<file path="src/rtl/l2_neuron_seq.sv">
// Sequential neuron y = act(b + sum x[i]*w[i]) using one shared multiplier. Result is valid N cycles after accept.
// No overlap between operations: in_ready is low from accept until the result leaves. y and sat hold while out_ready is low.
module l2_neuron_seq #(
  parameter  int N     = 4,
  parameter  int WIDTH = 8,
  localparam int ACC_W = 2*WIDTH + $clog2(N) + 1
) (
  input  logic               clk,
  input  logic               rst_n,
  input  logic               in_valid,
  output logic               in_ready,
  input  logic [N*WIDTH-1:0] x,
  input  logic [N*WIDTH-1:0] w,
  input  logic [WIDTH-1:0]   b,
  input  logic               act_mode,
  output logic               out_valid,
  input  logic               out_ready,
  output logic [WIDTH-1:0]   y,
  output logic               sat
);

  localparam int IDX_W = (N > 1) ? $clog2(N) : 1;
  localparam logic [IDX_W-1:0] LAST_IDX = IDX_W'(N-1);
  localparam logic signed [ACC_W-1:0] MAXV = $signed({{(ACC_W-WIDTH+1){1'b0}}, {(WIDTH-1){1'b1}}});
  localparam logic signed [ACC_W-1:0] MINV = $signed({{(ACC_W-WIDTH+1){1'b1}}, {(WIDTH-1){1'b0}}});

  typedef enum logic [1:0] {S_IDLE, S_MAC, S_OUT} state_t;

  state_t                    state_q, state_d;
  logic                      in_ready_q, in_ready_d;
  logic                      out_valid_q, out_valid_d;
  logic [N*WIDTH-1:0]        x_q, x_d;
  logic [N*WIDTH-1:0]        w_q, w_d;
  logic                      lin_q, lin_d;
  logic [IDX_W-1:0]          idx_q, idx_d;
  logic signed [ACC_W-1:0]   acc_q, acc_d;
  logic [WIDTH-1:0]          y_q, y_d;
  logic                      sat_q, sat_d;

  logic                      accept;
  logic                      last_mac;
  logic signed [WIDTH-1:0]   x_sel, w_sel;
  logic signed [2*WIDTH-1:0] prod;
  logic signed [ACC_W-1:0]   prod_ext;
  logic signed [ACC_W-1:0]   sum;
  logic signed [ACC_W-1:0]   act_r;
  logic                      over, under;

  assign accept   = in_valid && in_ready_q;
  assign last_mac = (idx_q == LAST_IDX);

  assign x_sel    = x_q[int'(idx_q)*WIDTH +: WIDTH];
  assign w_sel    = w_q[int'(idx_q)*WIDTH +: WIDTH];
  assign prod     = x_sel * w_sel;
  assign prod_ext = {{(ACC_W-2*WIDTH){prod[2*WIDTH-1]}}, prod};
  assign sum      = acc_q + prod_ext;

  // ReLU zeroes negatives before clamping, so only the upper bound can clip in that mode.
  assign act_r = (!lin_q && sum[ACC_W-1]) ? '0 : sum;
  assign over  = (act_r > MAXV);
  assign under = (act_r < MINV);

  always_ff @(posedge clk or negedge rst_n) begin
    if (!rst_n) begin
      state_q     <= S_IDLE;
      in_ready_q  <= 1'b0;
      out_valid_q <= 1'b0;
    end else begin
      state_q     <= state_d;
      in_ready_q  <= in_ready_d;
      out_valid_q <= out_valid_d;
    end
  end

  always_comb begin
    state_d = state_q;
    unique case (state_q)
      S_IDLE:  if (accept)    state_d = S_MAC;
      S_MAC:   if (last_mac)  state_d = S_OUT;
      S_OUT:   if (out_ready) state_d = S_IDLE;
      default:                state_d = S_IDLE;
    endcase
  end

  always_comb begin
    in_ready_d  = (state_d == S_IDLE);
    out_valid_d = (state_d == S_OUT);
    x_d   = x_q;
    w_d   = w_q;
    lin_d = lin_q;
    idx_d = idx_q;
    acc_d = acc_q;
    y_d   = y_q;
    sat_d = sat_q;
    unique case (state_q)
      S_IDLE: begin
        if (accept) begin
          x_d   = x;
          w_d   = w;
          lin_d = act_mode;
          acc_d = {{(ACC_W-WIDTH){b[WIDTH-1]}}, b};
          idx_d = '0;
        end
      end
      S_MAC: begin
        acc_d = sum;
        idx_d = idx_q + 1'b1;
        if (last_mac) begin
          if (over)       y_d = {1'b0, {(WIDTH-1){1'b1}}};
          else if (under) y_d = {1'b1, {(WIDTH-1){1'b0}}};
          else            y_d = act_r[WIDTH-1:0];
          sat_d = over || under;
        end
      end
      default: ;
    endcase
  end

  always_ff @(posedge clk or negedge rst_n) begin
    if (!rst_n) begin
      x_q   <= '0;
      w_q   <= '0;
      lin_q <= 1'b0;
      idx_q <= '0;
      acc_q <= '0;
      y_q   <= '0;
      sat_q <= 1'b0;
    end else begin
      x_q   <= x_d;
      w_q   <= w_d;
      lin_q <= lin_d;
      idx_q <= idx_d;
      acc_q <= acc_d;
      y_q   <= y_d;
      sat_q <= sat_d;
    end
  end

  assign in_ready  = in_ready_q;
  assign out_valid = out_valid_q;
  assign y         = y_q;
  assign sat       = sat_q;

  a_hold_out: assert property (@(posedge clk) disable iff (!rst_n)
    (out_valid && !out_ready) |=> (out_valid && $stable(y) && $stable(sat)));
  a_no_overlap: assert property (@(posedge clk) disable iff (!rst_n) !(in_ready && out_valid));

endmodule

</file>
<file path="config.mk">
export PLATFORM = sky130hd
export DESIGN_NAME = l2_neuron_seq
export DESIGN_NICKNAME = d
export VERILOG_FILES = /design/src/rtl/l2_neuron_seq.sv
export SDC_FILE = /design/constraint.sdc
export NUM_CORES = 1
export LEC_CHECK = 0
export CELL_PAD_IN_SITES_DETAIL_PLACEMENT = 0
export CELL_PAD_IN_SITES_GLOBAL_PLACEMENT = 1
export CORE_AREA = 2 2 168 170
export CTS_CLUSTER_DIAMETER = 60
export DETAILED_ROUTE_END_ITERATION = 16
export DIE_AREA = 0 0 170 172
export PLACE_DENSITY_LB_ADDON = 0.1
export SYNTH_ARGS = -nofsm -noshare
export SYNTH_HDL_FRONTEND = slang
export SYNTH_SLANG_ARGS = --single-unit
export TNS_END_PERCENT = 50
</file>
<file path="constraint.sdc">
create_clock -name clk -period 6.2 [get_ports clk]
set_input_delay 1.24 -clock clk [delete_from_list [all_inputs] [get_ports clk]]
set_output_delay 1.24 -clock clk [all_outputs]
set_load 0.05 [all_outputs]
</file>
==> impl_metrics.csv, run 1 <==
group,metric,value,unit
final_layout,fin_nets,1070,
sta,relSlewSlack,38.24,%
sta,setup_viol,0,
floorplanning,coreArea,0.02748,mm2
routing,top_layer,"met4",
setup_path,cp-start-kind,"flop",
sta,rsz0062_at_grt,"yes",
routing,drc,0,
floorplanning,design.die.area,0.02924,mm2
final_layout,drive_above_1_share,30.61,%
floorplanning,die_x,170,um
logic_synthesis,synthTopCellsByCount,"inv_1, dfrtp_1, fa_1",
sta,slew_violations,0,
setup_path,cp-end-kind,"flop",
global_routing,grt_pass1_wl,33980,um
sta,period_share,99.24,%
logic_synthesis,synth_edf_count,0,
logic_synthesis,synth_top_area_share,31.41,%
logic_synthesis,synth_warnings,0,
placed_design,gp_congestion,0.7856,
setup_path,r2r_setup_slack,0.05,ns
global_routing,grt_remaining_overflow,0,
logic_synthesis,ys_types,68,
routing,drt.antenna.violating_nets,0,
floorplanning,ios,88,
logic_synthesis,yosysMostFrequentCell,"inv_1",
global_routing,grt_usage,15.25,%
logic_synthesis,synthArstFlopShare,100.0,%
clock_network,clk_path_buf_depth,2,
routing,drt-met1-wl,9875,um
global_routing,grt_pass1_vias,6135,
clock_network,cts.sinks,99,
sta,hold_ws,0.4777,ns
logic_synthesis,synth-seq-cells,99,
min_path,hold_class,"flop to flop",
floorplanning,rows,61,
routing,route.met2.wl,10600,um
final_layout,area_delta_synth_final,34.31,%
clock_network,cts.clk_slew.worst_paths,0.09,ns
routing,viasPerCell,4.634,
routing,first_pass_iters,6,
clock_network,clockRootBuffer,"clkbuf_16",
setup_path,r2r_cells,22,
setup_path,arrival,6.40,ns
setup_path,worstSetupPathType,"flop to flop",
placed_design,dp.final_hpwl,17190,um
global_routing,antenna_found_initial,1,
routing,drt-total-wl,21330,um
sta,worst_slew_pin_slew,0.9264,ns
routing,wl_per_cell,17.54,um
global_routing,grt_max_degree,76,
clock_network,cts_max_level,3,
clock_network,clock_latency,0.36,ns
sta,min_period,6.153,ns
min_path,hold_depth,2,
sta,setup_tns,0,ns
floorplanning,start_util,28.71,%
logic_synthesis,yosys-top-cells-area,"dfrtp_1, fa_1, mux2_2",
status,status,"finished clean",
logic_synthesis,avgSynthCellArea,11.55,um2
routing,vias,5635,
setup_path,worstPathMaxFanout,5,
setup_path,cp.required,6.44,ns
floorplanning,die_h,172,um
logic_synthesis,synthCells,683,
sta,skew,0.01747,ns
sta,max_freq,0.1625,GHz
placed_design,io_buffers,87,
logic_synthesis,ys_seq_area_share,31.41,%
routing,met3WireLength,702,um
logic_synthesis,syn_area,0.007888,mm2
run,max_cap_violations,0,
logic_synthesis,yosys.area.top_type,"dfrtp_1",
clock_network,hold_buffers,0,
clock_network,cts_buffers,9,
clock_network,cts_tree,"built",
logic_synthesis,yosys_most_used_dff,"dfrtp_1",
sta,hold_violations,0,
routing,first_iter_violations,232,
logic_synthesis,synth_nets,889,
[through the flow]
step	instances	setup WS, ns	area [um2]	util, %
3_5_place_dp	1174	-0.3194	9712	35.35
2_1_floorplan	683	0.01729	7894	-
5_1_grt	1215	-0.1947	10590	38.55
3_3_place_gp	1174	-0.2159	9712	35.35
4_1_cts	1206	0.006221	10470	38.10
6_report	1216	0.04724	10590	38.56
[what timing repair did]
item                       in CTS  in global routing
setup endpoints to repair       8                 11
resized for setup              51                  1
pin swaps                      34                  5
setup buffers                  17                 10
[layer usage]
layer / vias to the layer above / GRT usage, %
li1: 2650 / -
met1: 2897 / 21.10
met2: 78 / 25.73
met3: 10 / 2.174
met4: 0 / 2.861
met5: - / 0
[layout by cell type, fill, tap and decap left out, types with 2 or more instances in the layout]
| cell | netlist | layout |
|---|---|---|
| nor2b_1 | 2 | 2 |
| a21oi_1 | 13 | 11 |
| and2_1 | 35 | 27 |
| mux4_2 | 15 | 15 |
| nor2_1 | 22 | 22 |
| xnor2_1 | 10 | 9 |
| buf_4 | 0 | 93 |
| xnor2_2 | 1 | 2 |
| o21bai_1 | 2 | 2 |
| a221o_1 | 8 | 8 |
| a211oi_2 | 1 | 6 |
| fa_2 | 0 | 5 |
| dfrtp_1 | 99 | 98 |
| buf_12 | 0 | 8 |
| nor3_1 | 7 | 6 |
| clkdlybuf4s50_1 | 0 | 86 |
| or3_1 | 3 | 3 |
| nand2_2 | 1 | 3 |
| nor3_2 | 1 | 2 |
| a31oi_1 | 4 | 3 |
| and2_4 | 1 | 9 |
| a21o_1 | 4 | 4 |
| a22oi_1 | 6 | 6 |
| buf_6 | 1 | 4 |
| ha_1 | 45 | 34 |
| mux2_2 | 66 | 66 |
| o21ai_0 | 12 | 12 |
| a21oi_2 | 1 | 3 |
| a211o_1 | 2 | 2 |
| xor2_1 | 4 | 4 |
| inv_6 | 0 | 3 |
| clkbuf_16 | 0 | 9 |
| nor3b_1 | 2 | 2 |
| fa_1 | 84 | 79 |
| ha_4 | 0 | 10 |
| a211oi_1 | 7 | 2 |
| nand3_1 | 8 | 5 |
| inv_1 | 106 | 106 |
| nand3_2 | 0 | 3 |
| nand2_1 | 55 | 53 |
[critical path: stages (launching register included)]
cell	delay (ns)
dfrtp_1	0.41
buf_6	0.16
buf_4	0.11
mux4_2	0.57
buf_12	0.17
nand2_2	0.07
fa_1	0.42
fa_1	0.55
inv_1	0.05
fa_1	0.45
fa_1	0.53
fa_1	0.45
ha_4	0.19
a21o_1	0.19
buf_4	0.14
a31oi_4	0.16
a21oi_2	0.07
o311a_1	0.35
buf_4	0.17
or3_1	0.35
nor3_2	0.15
and4_1	0.24
a221oi_1	0.09
[cell families (layout without fill, tap and decap cells)]
family	count (synthesis)	after routing	share of synthesized area [%]
muxes	82	82	13.83
DFF	99	99	31.41
buffers and inverters	127	313	6.202
AOI/OAI and AO/OA	79	79	8.043
other	0	1	0
adders and majority gates	129	129	28.46
and+or+nand+nor	151	151	10.09
xor gates and xnor gates	16	16	1.967
[area by class of cell]
cell class	count	area [um2]
Fill cell	2726	16880
Multi-Input combinational cell	457	5201
Sequential cell	99	2479
Timing Repair Buffer	191	1764
Tap cell	346	432.9
Inverter	106	397.9
Clock buffer	9	225.2
Clock inverter	7	91.34
Antenna cell	1	2.502
[path summary, 6_finish.rpt]
kind / endpoint / startpoint
min in group asynchronous: x_q[8]$_DFFE_PN0P_ / rst_n
min reg2reg: acc_q[4]$_DFFE_PN0P_ / acc_q[4]$_DFFE_PN0P_
max: sat$_DFFE_PN0P_ / idx_q[0]$_DFFE_PN0P_
min: acc_q[4]$_DFFE_PN0P_ / acc_q[4]$_DFFE_PN0P_
max in group asynchronous: idx_q[1]$_DFFE_PN0P_ / rst_n
max reg2reg: sat$_DFFE_PN0P_ / idx_q[0]$_DFFE_PN0P_
[sequential cells by signal (all words and copies together) (netlist names)]
register / cells
in_ready: 1
acc_q: 19
x_q: 32
state_q: 2
out_valid: 1
idx_q: 2
lin_q: 1
y: 8
sat: 1
w_q: 32
Power of run 1 is not shown: default switching activity piles up to over one toggle a cycle in this logic, so the estimate is an artifact.
==> inputs of run 2 (changes only) <==
--- a/config.mk
+++ b/config.mk
@@ -11,6 +11,7 @@
 export CTS_CLUSTER_DIAMETER = 60
 export DETAILED_ROUTE_END_ITERATION = 16
 export DIE_AREA = 0 0 170 172
+export GPL_TIMING_DRIVEN = 1
 export PLACE_DENSITY_LB_ADDON = 0.1
 export SYNTH_ARGS = -nofsm -noshare
 export SYNTH_HDL_FRONTEND = slang
==> results of run 2 <==
The final DEF is identical to that of run 1; final timing and power are the same.
Power of run 2 is left out for the same reason.
==> inputs of run 3 (changes only) <==
--- a/config.mk
+++ b/config.mk
@@ -12,7 +12,9 @@
 export DETAILED_ROUTE_END_ITERATION = 16
 export DIE_AREA = 0 0 170 172
 export GPL_TIMING_DRIVEN = 1
+export MAX_ROUTING_LAYER = met4
 export PLACE_DENSITY_LB_ADDON = 0.1
+export SETUP_SLACK_MARGIN = 0.02
 export SYNTH_ARGS = -nofsm -noshare
 export SYNTH_HDL_FRONTEND = slang
 export SYNTH_SLANG_ARGS = --single-unit
==> run 3 against run 2 <==
Effect of this change: hold slack improved by 0.0015 ns; critical path depth down 2; fmax rose by 0.34%; flip-flop and latch count stayed put; clock skew shrank 0.0072 ns; first-iteration DRC count is 29% lower; register-to-register slack improved by 0.02 ns; setup slack better by 0.021 ns; largest cell class unchanged.
==> impl_metrics.csv, run 3 (same netlist as run 1, synthesis figures left out) <==
group,metric,value,unit
final_layout,top_regs,"w_q (32), x_q (32), acc_q (19)",
routing,first_pass_iters,4,
sta,setup_viol,0,
global_routing,grt_remaining_overflow,0,
run,max_cap_violations,0,
floorplanning,ios,88,
routing,drt-total-wl,22210,um
global_routing,grt_pass1_wl,35310,um
final_layout,final_cell_mix,"inv_1, dfrtp_1, buf_4",
global_routing,grt_max_degree,76,
placed_design,gp_congestion,0.7920,
sta,slew_violations,0,
sta,max_freq,0.1631,GHz
placed_design,dp.final_hpwl,17330,um
setup_path,cp.required,6.43,ns
floorplanning,die_x,170,um
sta,hold_violations,0,
floorplanning,rows,61,
routing,first_iter_violations,164,
global_routing,antenna_found_initial,2,
sta,worst_slew_pin_slew,0.9417,ns
sta,rsz0062_at_grt,"yes",
final_layout,regArea,0.002480,mm2
setup_path,worstPathMaxFanout,5,
floorplanning,start_util,28.71,%
routing,viasPerCell,4.671,
clock_network,cts_buffers,9,
final_layout,drive_above_1_share,35.31,%
routing,drt.antenna.violating_nets,0,
clock_network,clockRootBuffer,"clkbuf_16",
sta,period_share,98.91,%
final_layout,fin_nets,1076,
final_layout,fillers,2682,
placed_design,post-place-cells,1178,
final_layout,mostFrequentLayoutCell,"inv_1",
clock_network,cts_tree,"built",
clock_network,cts_max_level,3,
setup_path,arrival,6.36,ns
final_layout,area_delta_synth_final,37.93,%
setup_path,cp-start-kind,"flop",
final_layout,final_cell_count_no_fill,1223,
global_routing,grt_pass1_vias,6343,
global_routing,grt_usage,16.32,%
floorplanning,coreArea,0.02748,mm2
routing,wl_per_cell,18.16,um
final_layout,multiInputGateArea,0.005470,mm2
setup_path,worstSetupPathType,"flop to flop",
sta,relSlewSlack,37.22,%
routing,vias,5713,
routing,drc,0,
floorplanning,die_h,172,um
sta,min_period,6.132,ns
sta,skew,0.01026,ns
clock_network,clk_path_buf_depth,2,
clock_network,clock_latency,0.35,ns
setup_path,cp-end-kind,"flop",
status,status,"finished clean",
floorplanning,design.die.area,0.02924,mm2
placed_design,io_buffers,87,
clock_network,cts.sinks,99,
min_path,hold_class,"flop to flop",
clock_network,cts.clk_slew.worst_paths,0.08,ns
==> run 3: cell count changes in the layout (fill, tap and decap cells not counted), moves of 4 or more <==
cell    delta
ha_1      -11
buf_12     -4
and2_4     -5
inv_1      -7
inv_2      +7
ha_4      +11
buf_6      +5
==> run 3: worst max-delay path, cell delays in order, from the launching register on <==
cell and delay [ns]:
dfrtp_2 0.45, buf_6 0.12, mux4_2 0.52, or2_2 0.30, fa_1 0.47, fa_1 0.54
inv_1 0.05, fa_1 0.45, fa_1 0.54, fa_2 0.46, ha_4 0.19, a21o_1 0.19
and2_4 0.18, buf_6 0.12, nor4b_4 0.31, nor3b_4 0.10, buf_4 0.15, or3_4 0.33
nor3_4 0.19, and4_4 0.28, a211oi_2 0.07
==> run 3: stage by stage <==
step	instance area (um2)	setup slack [ns]	hold WS [ns]	TNS (ns)	util [%]
after floorplan	7896	0.04984	0.4459	0	-
after global placement	9742	-0.1871	0.4679	-1.292	35.46
after detailed placement	9742	-0.3170	0.4677	-1.910	35.46
after CTS	10540	-0.004160	0.4851	-0.004160	38.35
after global routing	10880	-0.1187	0.5111	-0.8839	39.59
final	10880	0.06788	0.4792	0	39.59
==> run 3: final cells by class <==
type | instances | share of cell area (%)
diodes | 2 | 0.04600
clock buffers | 10 | 2.197
clock inverters | 6 | 0.5635
inverters | 106 | 3.657
multi-input cells | 457 | 50.28
flip-flops and latches | 99 | 22.79
well taps | 346 | 3.979
repair buffers | 197 | 16.48
==> run 3: worst paths after layout <==
kind,cells past startpoint,slack (ns),startpoint,endpoint
setup / recovery,20,0.07,idx_q[0]$_DFFE_PN0P_,y[6]$_DFFE_PN0P_
hold / removal,2,0.48,acc_q[5]$_DFFE_PN0P_,acc_q[5]$_DFFE_PN0P_
setup reg to reg,20,0.07,idx_q[0]$_DFFE_PN0P_,y[6]$_DFFE_PN0P_
hold reg to reg,2,0.48,acc_q[5]$_DFFE_PN0P_,acc_q[5]$_DFFE_PN0P_
max in group asynchronous,2,4.07,rst_n,idx_q[0]$_DFFE_PN0P_
min in group asynchronous,1,0.86,rst_n,x_q[4]$_DFFE_PN0P_
==> run 3: metal layers <==
metal / vias to the layer above / part of all wire (%) / global-route usage [%]
met5: - / 0 / -
met4: 0 / 0.66 / 2.861
met3: 9 / 3.3 / 2.380
met2: 81 / 51 / 27.03
met1: 2958 / 45 / 21.70
li1: 2665 / - / -
==> run 3: what timing repair did <==
action / in CTS / in global routing
setup buffers: 20 / 8
endpoints found under the hold margin: 0 / 0
pin swaps: 46 / 43
endpoints found under the setup margin: 8 / 11
hold buffers: 0 / 0
resized for setup: 59 / 51
Power of run 3 is left out for the same reason.
